--- src/rtl/fp16_mac_result_capture.sv ---
`default_nettype none
// ============================================================================
// Module   : fp16_mac_result_capture
// Purpose  : Receive-side companion of the fp16 MAC. Follows operand issues
//            through the MAC pipeline and captures the m_50/a_50 result pair
//            in the cycle it becomes valid. Each captured pair gets a
//            sequence tag and is buffered in a show-ahead FIFO. The FIFO is
//            drained downstream over a valid/ready interface.
// Revision : 1.0 - initial release
// ----------------------------------------------------------------------------
// Parameters
//   MAC_LAT  cycles from in_valid_50 to the matching m_50/a_50 (>=1)
//   DEPTH    FIFO entries (power of two, >=2)
//   TAG_W    width of the sequence tag and of the drop counter
// Ports
//   clk_50        in   clock, all logic on the rising edge
//   reset_50      in   synchronous active-high reset
//   in_valid_50   in   operand pair issued to the MAC this cycle
//   m_50, a_50    in   MAC product / accumulator outputs (fp16)
//   out_valid_50  out  a FIFO head entry is present
//   out_ready_50  in   consumer accepts the head entry
//   out_m_50      out  head product
//   out_a_50      out  head accumulator
//   out_tag_50    out  head sequence tag
//   out_flags_50  out  head flags {a_nan, a_inf, m_nan, m_inf}
//   level_50      out  FIFO occupancy, 0..DEPTH
//   overflow_50   out  sticky: a result was dropped
//   drop_cnt_50   out  saturating count of dropped results
// Build option
//   FP16_CAP_FLAGS_EN : when defined, NaN/Inf flags are classified at push
//                       time and stored with each entry. When undefined,
//                       out_flags_50 is tied to zero.
// ============================================================================
module fp16_mac_result_capture #(
   parameter int MAC_LAT = 2,
   parameter int DEPTH   = 8,
   parameter int TAG_W   = 8
) (
   input  logic                     clk_50,
   input  logic                     reset_50,
   input  logic                     in_valid_50,
   input  logic [15:0]              m_50,
   input  logic [15:0]              a_50,
   output logic                     out_valid_50,
   input  logic                     out_ready_50,
   output logic [15:0]              out_m_50,
   output logic [15:0]              out_a_50,
   output logic [TAG_W-1:0]         out_tag_50,
   output logic [3:0]               out_flags_50,
   output logic [$clog2(DEPTH):0]   level_50,
   output logic                     overflow_50,
   output logic [TAG_W-1:0]         drop_cnt_50
);

   localparam int          AW           = $clog2(DEPTH);
   localparam logic [AW:0] c_full_level = (AW+1)'(DEPTH);

   logic [MAC_LAT-1:0] r_vld_dly;
   logic               w_cap;
   logic               w_full;
   logic               w_pop;
   logic               w_push;
   logic               w_drop;

   logic [AW-1:0]      r_wr_ptr;
   logic [AW-1:0]      r_rd_ptr;
   logic [AW:0]        r_level;
   logic [TAG_W-1:0]   r_tag;
   logic               r_overflow;
   logic [TAG_W-1:0]   r_drop_cnt;

   logic [15:0]        r_mem_m   [DEPTH];
   logic [15:0]        r_mem_a   [DEPTH];
   logic [TAG_W-1:0]   r_mem_tag [DEPTH];

   // Valid delay line. Clearing it on reset discards every in-flight issue,
   // and an issue made during reset never enters it.
   generate
      if (MAC_LAT == 1) begin : g_lat_one
         always_ff @(posedge clk_50) begin
            if (reset_50) r_vld_dly <= '0;
            else          r_vld_dly <= in_valid_50;
         end
      end else begin : g_lat_multi
         always_ff @(posedge clk_50) begin
            if (reset_50) r_vld_dly <= '0;
            else          r_vld_dly <= {r_vld_dly[MAC_LAT-2:0], in_valid_50};
         end
      end
   endgenerate

   assign w_cap  = r_vld_dly[MAC_LAT-1];
   assign w_full = (r_level == c_full_level);
   // A ready while the FIFO is empty is ignored because out_valid_50 is low.
   assign w_pop  = out_valid_50 & out_ready_50;
   // A full FIFO can still accept a push when the head leaves in the same cycle.
   assign w_push = w_cap & (~w_full | w_pop);
   assign w_drop = w_cap & w_full & ~w_pop;

   always_ff @(posedge clk_50) begin
      if (reset_50) begin
         r_wr_ptr   <= '0;
         r_rd_ptr   <= '0;
         r_level    <= '0;
         r_tag      <= '0;
         r_overflow <= 1'b0;
         r_drop_cnt <= '0;
      end else begin
         if (w_push) r_wr_ptr <= r_wr_ptr + AW'(1);
         if (w_pop)  r_rd_ptr <= r_rd_ptr + AW'(1);
         case ({w_push, w_pop})
            2'b10:   r_level <= r_level + (AW+1)'(1);
            2'b01:   r_level <= r_level - (AW+1)'(1);
            default: r_level <= r_level;
         endcase
         // The tag counts every capture, so a gap in the tags marks a drop.
         if (w_cap)  r_tag <= r_tag + TAG_W'(1);
         if (w_drop) begin
            r_overflow <= 1'b1;
            if (r_drop_cnt != {TAG_W{1'b1}}) r_drop_cnt <= r_drop_cnt + TAG_W'(1);
         end
      end
   end

   // The storage is cleared on reset so that every output reads zero afterwards.
   always_ff @(posedge clk_50) begin
      if (reset_50) begin
         for (int i = 0; i < DEPTH; i++) begin
            r_mem_m[i]   <= '0;
            r_mem_a[i]   <= '0;
            r_mem_tag[i] <= '0;
         end
      end else if (w_push) begin
         r_mem_m[r_wr_ptr]   <= m_50;
         r_mem_a[r_wr_ptr]   <= a_50;
         r_mem_tag[r_wr_ptr] <= r_tag;
      end
   end

`ifdef FP16_CAP_FLAGS_EN
   logic [3:0] r_mem_flags [DEPTH];
   logic [3:0] w_push_flags;

   // Returns {nan, inf}. The sign bit is ignored.
   function automatic logic [1:0] fp16_class(input logic [15:0] v);
      logic exp_max;
      exp_max = (v[14:10] == 5'h1f);
      return {exp_max & (v[9:0] != 10'h000), exp_max & (v[9:0] == 10'h000)};
   endfunction

   assign w_push_flags = {fp16_class(a_50), fp16_class(m_50)};

   always_ff @(posedge clk_50) begin
      if (reset_50) begin
         for (int i = 0; i < DEPTH; i++) r_mem_flags[i] <= '0;
      end else if (w_push) begin
         r_mem_flags[r_wr_ptr] <= w_push_flags;
      end
   end

   assign out_flags_50 = r_mem_flags[r_rd_ptr];
`else
   assign out_flags_50 = 4'b0000;
`endif

   // Show-ahead: the head entry is read straight out of storage.
   assign out_valid_50 = (r_level != '0);
   assign out_m_50     = r_mem_m[r_rd_ptr];
   assign out_a_50     = r_mem_a[r_rd_ptr];
   assign out_tag_50   = r_mem_tag[r_rd_ptr];
   assign level_50     = r_level;
   assign overflow_50  = r_overflow;
   assign drop_cnt_50  = r_drop_cnt;

endmodule
`default_nettype wire
--- config.mk ---
export PLATFORM = sky130hd
export DESIGN_NAME = fp16_mac_result_capture
export DESIGN_NICKNAME = d
export VERILOG_FILES = /design/src/rtl/fp16_mac_result_capture.sv
export SDC_FILE = /design/constraint.sdc
export NUM_CORES = 1
export LEC_CHECK = 0
export ABC_AREA = 1
export CORE_MARGIN = 1
export CORE_UTILIZATION = 30
export DETAILED_ROUTE_END_ITERATION = 6
export DONT_BUFFER_PORTS = 1
export PLACE_DENSITY_LB_ADDON = 0.25
export SETUP_SLACK_MARGIN = 0.15
export SYNTH_ARGS = -nofsm -noshare
export SYNTH_HDL_FRONTEND = slang
export SYNTH_SLANG_ARGS = --single-unit
export TNS_END_PERCENT = 5
--- constraint.sdc ---
create_clock -name clk_50 -period 3.2 [get_ports clk_50]
set_input_delay 0.64 -clock clk_50 [delete_from_list [all_inputs] [get_ports clk_50]]
set_output_delay 0.64 -clock clk_50 [all_outputs]
set_load 0.02 [all_outputs]
==> flow_metrics.env <==
export IMPL_yosysUniqueCellTypes=31
export IMPL_synth_compound_area_share_pct=8.20
export IMPL_relSlewSlack_pct=51.0
export IMPL_die_x_um=229
export IMPL_clk_pin_slew_worst_paths_ns=0.06
export IMPL_drc=0
export IMPL_p_leak_nw=6.66
export IMPL_ys_seq_elements=352
export IMPL_grt_pass1_wl_um=66000
export IMPL_cts_root_buf="clkbuf_16"
export IMPL_syn_inst=1514
export IMPL_worstHoldPathType="primary input to flip-flop"
export IMPL_drive_gt1_share_pct=7.62
export IMPL_ir_drop_uv=415
export IMPL_min_from="reset_50"
export IMPL_ctsLongestPathBuffers=3
export IMPL_r2r_end="r_mem_m[7][10]"
export IMPL_cts_tree="yes"
export IMPL_syn_cell_area_sq_um=15500
export IMPL_cap_violations=0
export IMPL_layout_nets=1535
export IMPL_hold_buffers=0
export IMPL_first_iter_violations=764
export IMPL_initial_utilization_pct=30.7
export IMPL_antenna_found_initial=6
export IMPL_synth_seq_area_share_pct=66.1
export IMPL_synthSimpleGateAreaFrac_pct=19.6
export IMPL_worstSetupPathType="flip-flop to output pin"
export IMPL_antenna_left=0
export IMPL_die_height_um=229
export IMPL_drv_slew=0
export IMPL_reg2reg_depth=7
export IMPL_synth_yosys_warnings=0
export IMPL_viasPerCell=4.94
export IMPL_synth_mux_area_share_pct=0
export IMPL_core_area_sq_um=50600
export IMPL_grt_setup_unrepaired="false"
export IMPL_hpwl_um=22900
export IMPL_fin_ws_ns=0.347
export IMPL_htree_num_levels=2
export IMPL_tightest_slew_ns=0.735
export IMPL_place_congestion=0.726
export IMPL_setup_viol=0
export IMPL_drt_wl_total_um=43500
export IMPL_avgSynthCellArea_sq_um=10.2
export IMPL_crit_arrival_ns=2.21
export IMPL_rows=82
export IMPL_reg2reg_from="level_50[2]"
export IMPL_port_buffers=0
export IMPL_layout_area_overhead_vs_synth_pct=13.2
export IMPL_grt_max_degree=80
export IMPL_final_util_pct=34.7
export IMPL_worst_setup_path_start_kind="flip-flop"
export IMPL_hold_depth=1
export IMPL_powerDensity_nw_per_um2=735
export IMPL_r2r_setup_slack_ns=0.84
export IMPL_clkLatencyLatePin_ns=0.55
export IMPL_cp_max_fo=60
export IMPL_first_pass_iters=5
export IMPL_top_level_ports=94
export IMPL_timing_hold_ws_ns=0.166
export IMPL_hold_end="drop_cnt_50[3]"
export IMPL_cp_required_ns=2.56
export IMPL_fin_setup_tns_ns=0
export IMPL_skew_ns=0.0117
export IMPL_synth_xor_area_share_pct=0.282
export IMPL_period_share_pct=89.2
export IMPL_die_area_sq_um=52600
export IMPL_outcome="complete, no violations"
export IMPL_grt_overflow=0
export IMPL_first_global_vias=10800
export IMPL_numClockSinks=352
export IMPL_final_hold_violation_count=0
export IMPL_numCtsBuffers=40
export IMPL_grtUsageTotal_pct=16.6
export IMPL_synth_fa_ha_area_share_pct=0.404
export IMPL_max_freq_mhz=350
export IMPL_synth_top_family_by_area="simple AND/OR/NAND/NOR gates"
export IMPL_wl_per_cell_um=19.8
export IMPL_endpoint_kind="output pin"
export IMPL_num_vias=10900
export IMPL_post_route_min_period_ns=2.85
export IMPL_pre_cts_ws_ns=0.613
-- worst max-delay path by stage --
stage | cells past startpoint | start | slack, ns | end
final | 5 | flip-flop | 0.35 | out_tag_50[0]
after global routing | 5 | flip-flop | 0.20 | out_tag_50[0]
after CTS | 6 | flip-flop | 0.18 | out_m_50[8]
after detailed placement | 6 | flip-flop | 0.61 | out_m_50[8]
after global placement | 6 | flip-flop | 0.65 | out_m_50[13]
after floorplan | 7 | out_ready_50 | 0.54 | r_mem_a[0][0]
-- power breakdown --
| part | internal (mW) | switching, mW |
|---|---|---|
| clock network | 2.45 | 1.80 |
| logic | 0.941 | 2.30 |
| registers | 5.21 | 0.199 |
-- critical path, stage by stage (launching register included) --
cell,delay (ns)
dfxtp_4,0.56
buf_12,0.32
nor2_1,0.08
o32ai_1,0.29
nand2_1,0.09
nand2_1,0.30
-- through the flow --
| stage | instance area (sq um) | power (mW) | cells |
|---|---|---|---|
| CTS | 17500 | 13.0 | 2194 |
| detailed placement | 16300 | 8.73 | 2122 |
| global route | 17500 | 13.5 | 2198 |
| floorplan | 15500 | 7.81 | 1517 |
| global placement | 16300 | 8.71 | 2122 |
| finish | 17500 | 12.9 | 2198 |
-- layer usage --
| layer | global-route usage, % | vias up | wire length (um) |
|---|---|---|---|
| met5 | 0 | - | 39 |
| met4 | 5.04 | 6 | 711 |
| met2 | 27.3 | 290 | 20600 |
| met3 | 3.36 | 51 | 2680 |
| li1 | - | 5097 | - |
| met1 | 21.9 | 5409 | 19500 |
-- cell type report --
| class | count | area (sq um) |
|---|---|---|
| clock buffers | 54 | 1080 |
| inverters | 64 | 248 |
| fillers | 5072 | 33000 |
| diodes | 3 | 7.51 |
| flip-flops and latches | 352 | 10300 |
| clock inverters | 17 | 101 |
| multi-input cells | 999 | 4470 |
| repair buffers | 37 | 531 |
| well taps | 672 | 841 |
-- Yosys cell counts --
cell type / number / share of area [%]
nor2_1: 586 / 14
edfxtp_1: 320 / 62
nand2_1: 180 / 4.4
o21ai_0: 91 / 2.9
o32ai_1: 80 / 4.5
inv_1: 58 / 1.4
buf_2: 41 / 1.3
clkbuf_1: 36 / 0.87
dfxtp_1: 32 / 4.1
a21oi_1: 20 / 0.65
buf_6: 19 / 1.4
nand3_1: 10 / 0.32
clkinv_1: 5 / 0.12
ha_1: 5 / 0.40
buf_4: 4 / 0.19
nand4_1: 4 / 0.16
nor3_1: 4 / 0.13
xor2_1: 4 / 0.23
buf_1: 2 / 0.048
nor2_2: 2 / 0.081
conb_1: 1 / 0.024
inv_2: 1 / 0.024
nand2_2: 1 / 0.040
nand3_2: 1 / 0.065
nand3b_1: 1 / 0.048
nor3_2: 1 / 0.065
nor3_4: 1 / 0.10
nor3b_1: 1 / 0.048
o21a_1: 1 / 0.048
o21bai_1: 1 / 0.048
xnor2_1: 1 / 0.057
-- cells by family (layout without fill, tap and decap cells) --
group                    count (synthesis)  in the layout
AO/OA/AOI/OAI                          193            193
XOR/XNOR                                 5              5
adder cells (fa/ha/maj)                  5              5
buffers and inverters                  166            172
flip-flops                             352            352
other                                    1              7
AND/OR/NAND/NOR                        792            792
-- sequential cells by signal, indices dropped and copies added, names as in the netlist, named ones only --
signal / count
r_mem_a: 128
r_mem_m: 128
r_mem_tag: 64
drop_cnt_50: 8
r_tag: 8
level_50: 4
r_rd_ptr: 3
r_wr_ptr: 3
r_vld_dly: 2
overflow_50: 1
-- cells in the final DEF, fill, tap and decap left out, types with 2 or more instances in the layout --
cell type    n
nor2_1     586
xor2_1       4
clkinv_1    12
inv_1       57
dfxtp_4      2
clkbuf_1    12
a21oi_1     20
ha_1         5
o21ai_0     91
buf_12      18
diode_2      3
nor2_2       2
nor3_1       4
edfxtp_1   320
nand2_2     17
nand2_1    164
o32ai_1     80
clkbuf_16   41
buf_4       17
nand4_1      4
clkinv_2     9
dfxtp_1     29
nand3_1     10
conb_1       4
-- repair_timing --
action / 4_1_cts / 5_1_grt
gates cloned: 0 / 0
endpoints found under the setup margin: 32 / 15
pin swaps: 0 / 0
gates resized for setup: 1 / 1
setup buffers: 1 / 1
Note: power is estimated with default switching activity, not from simulation.
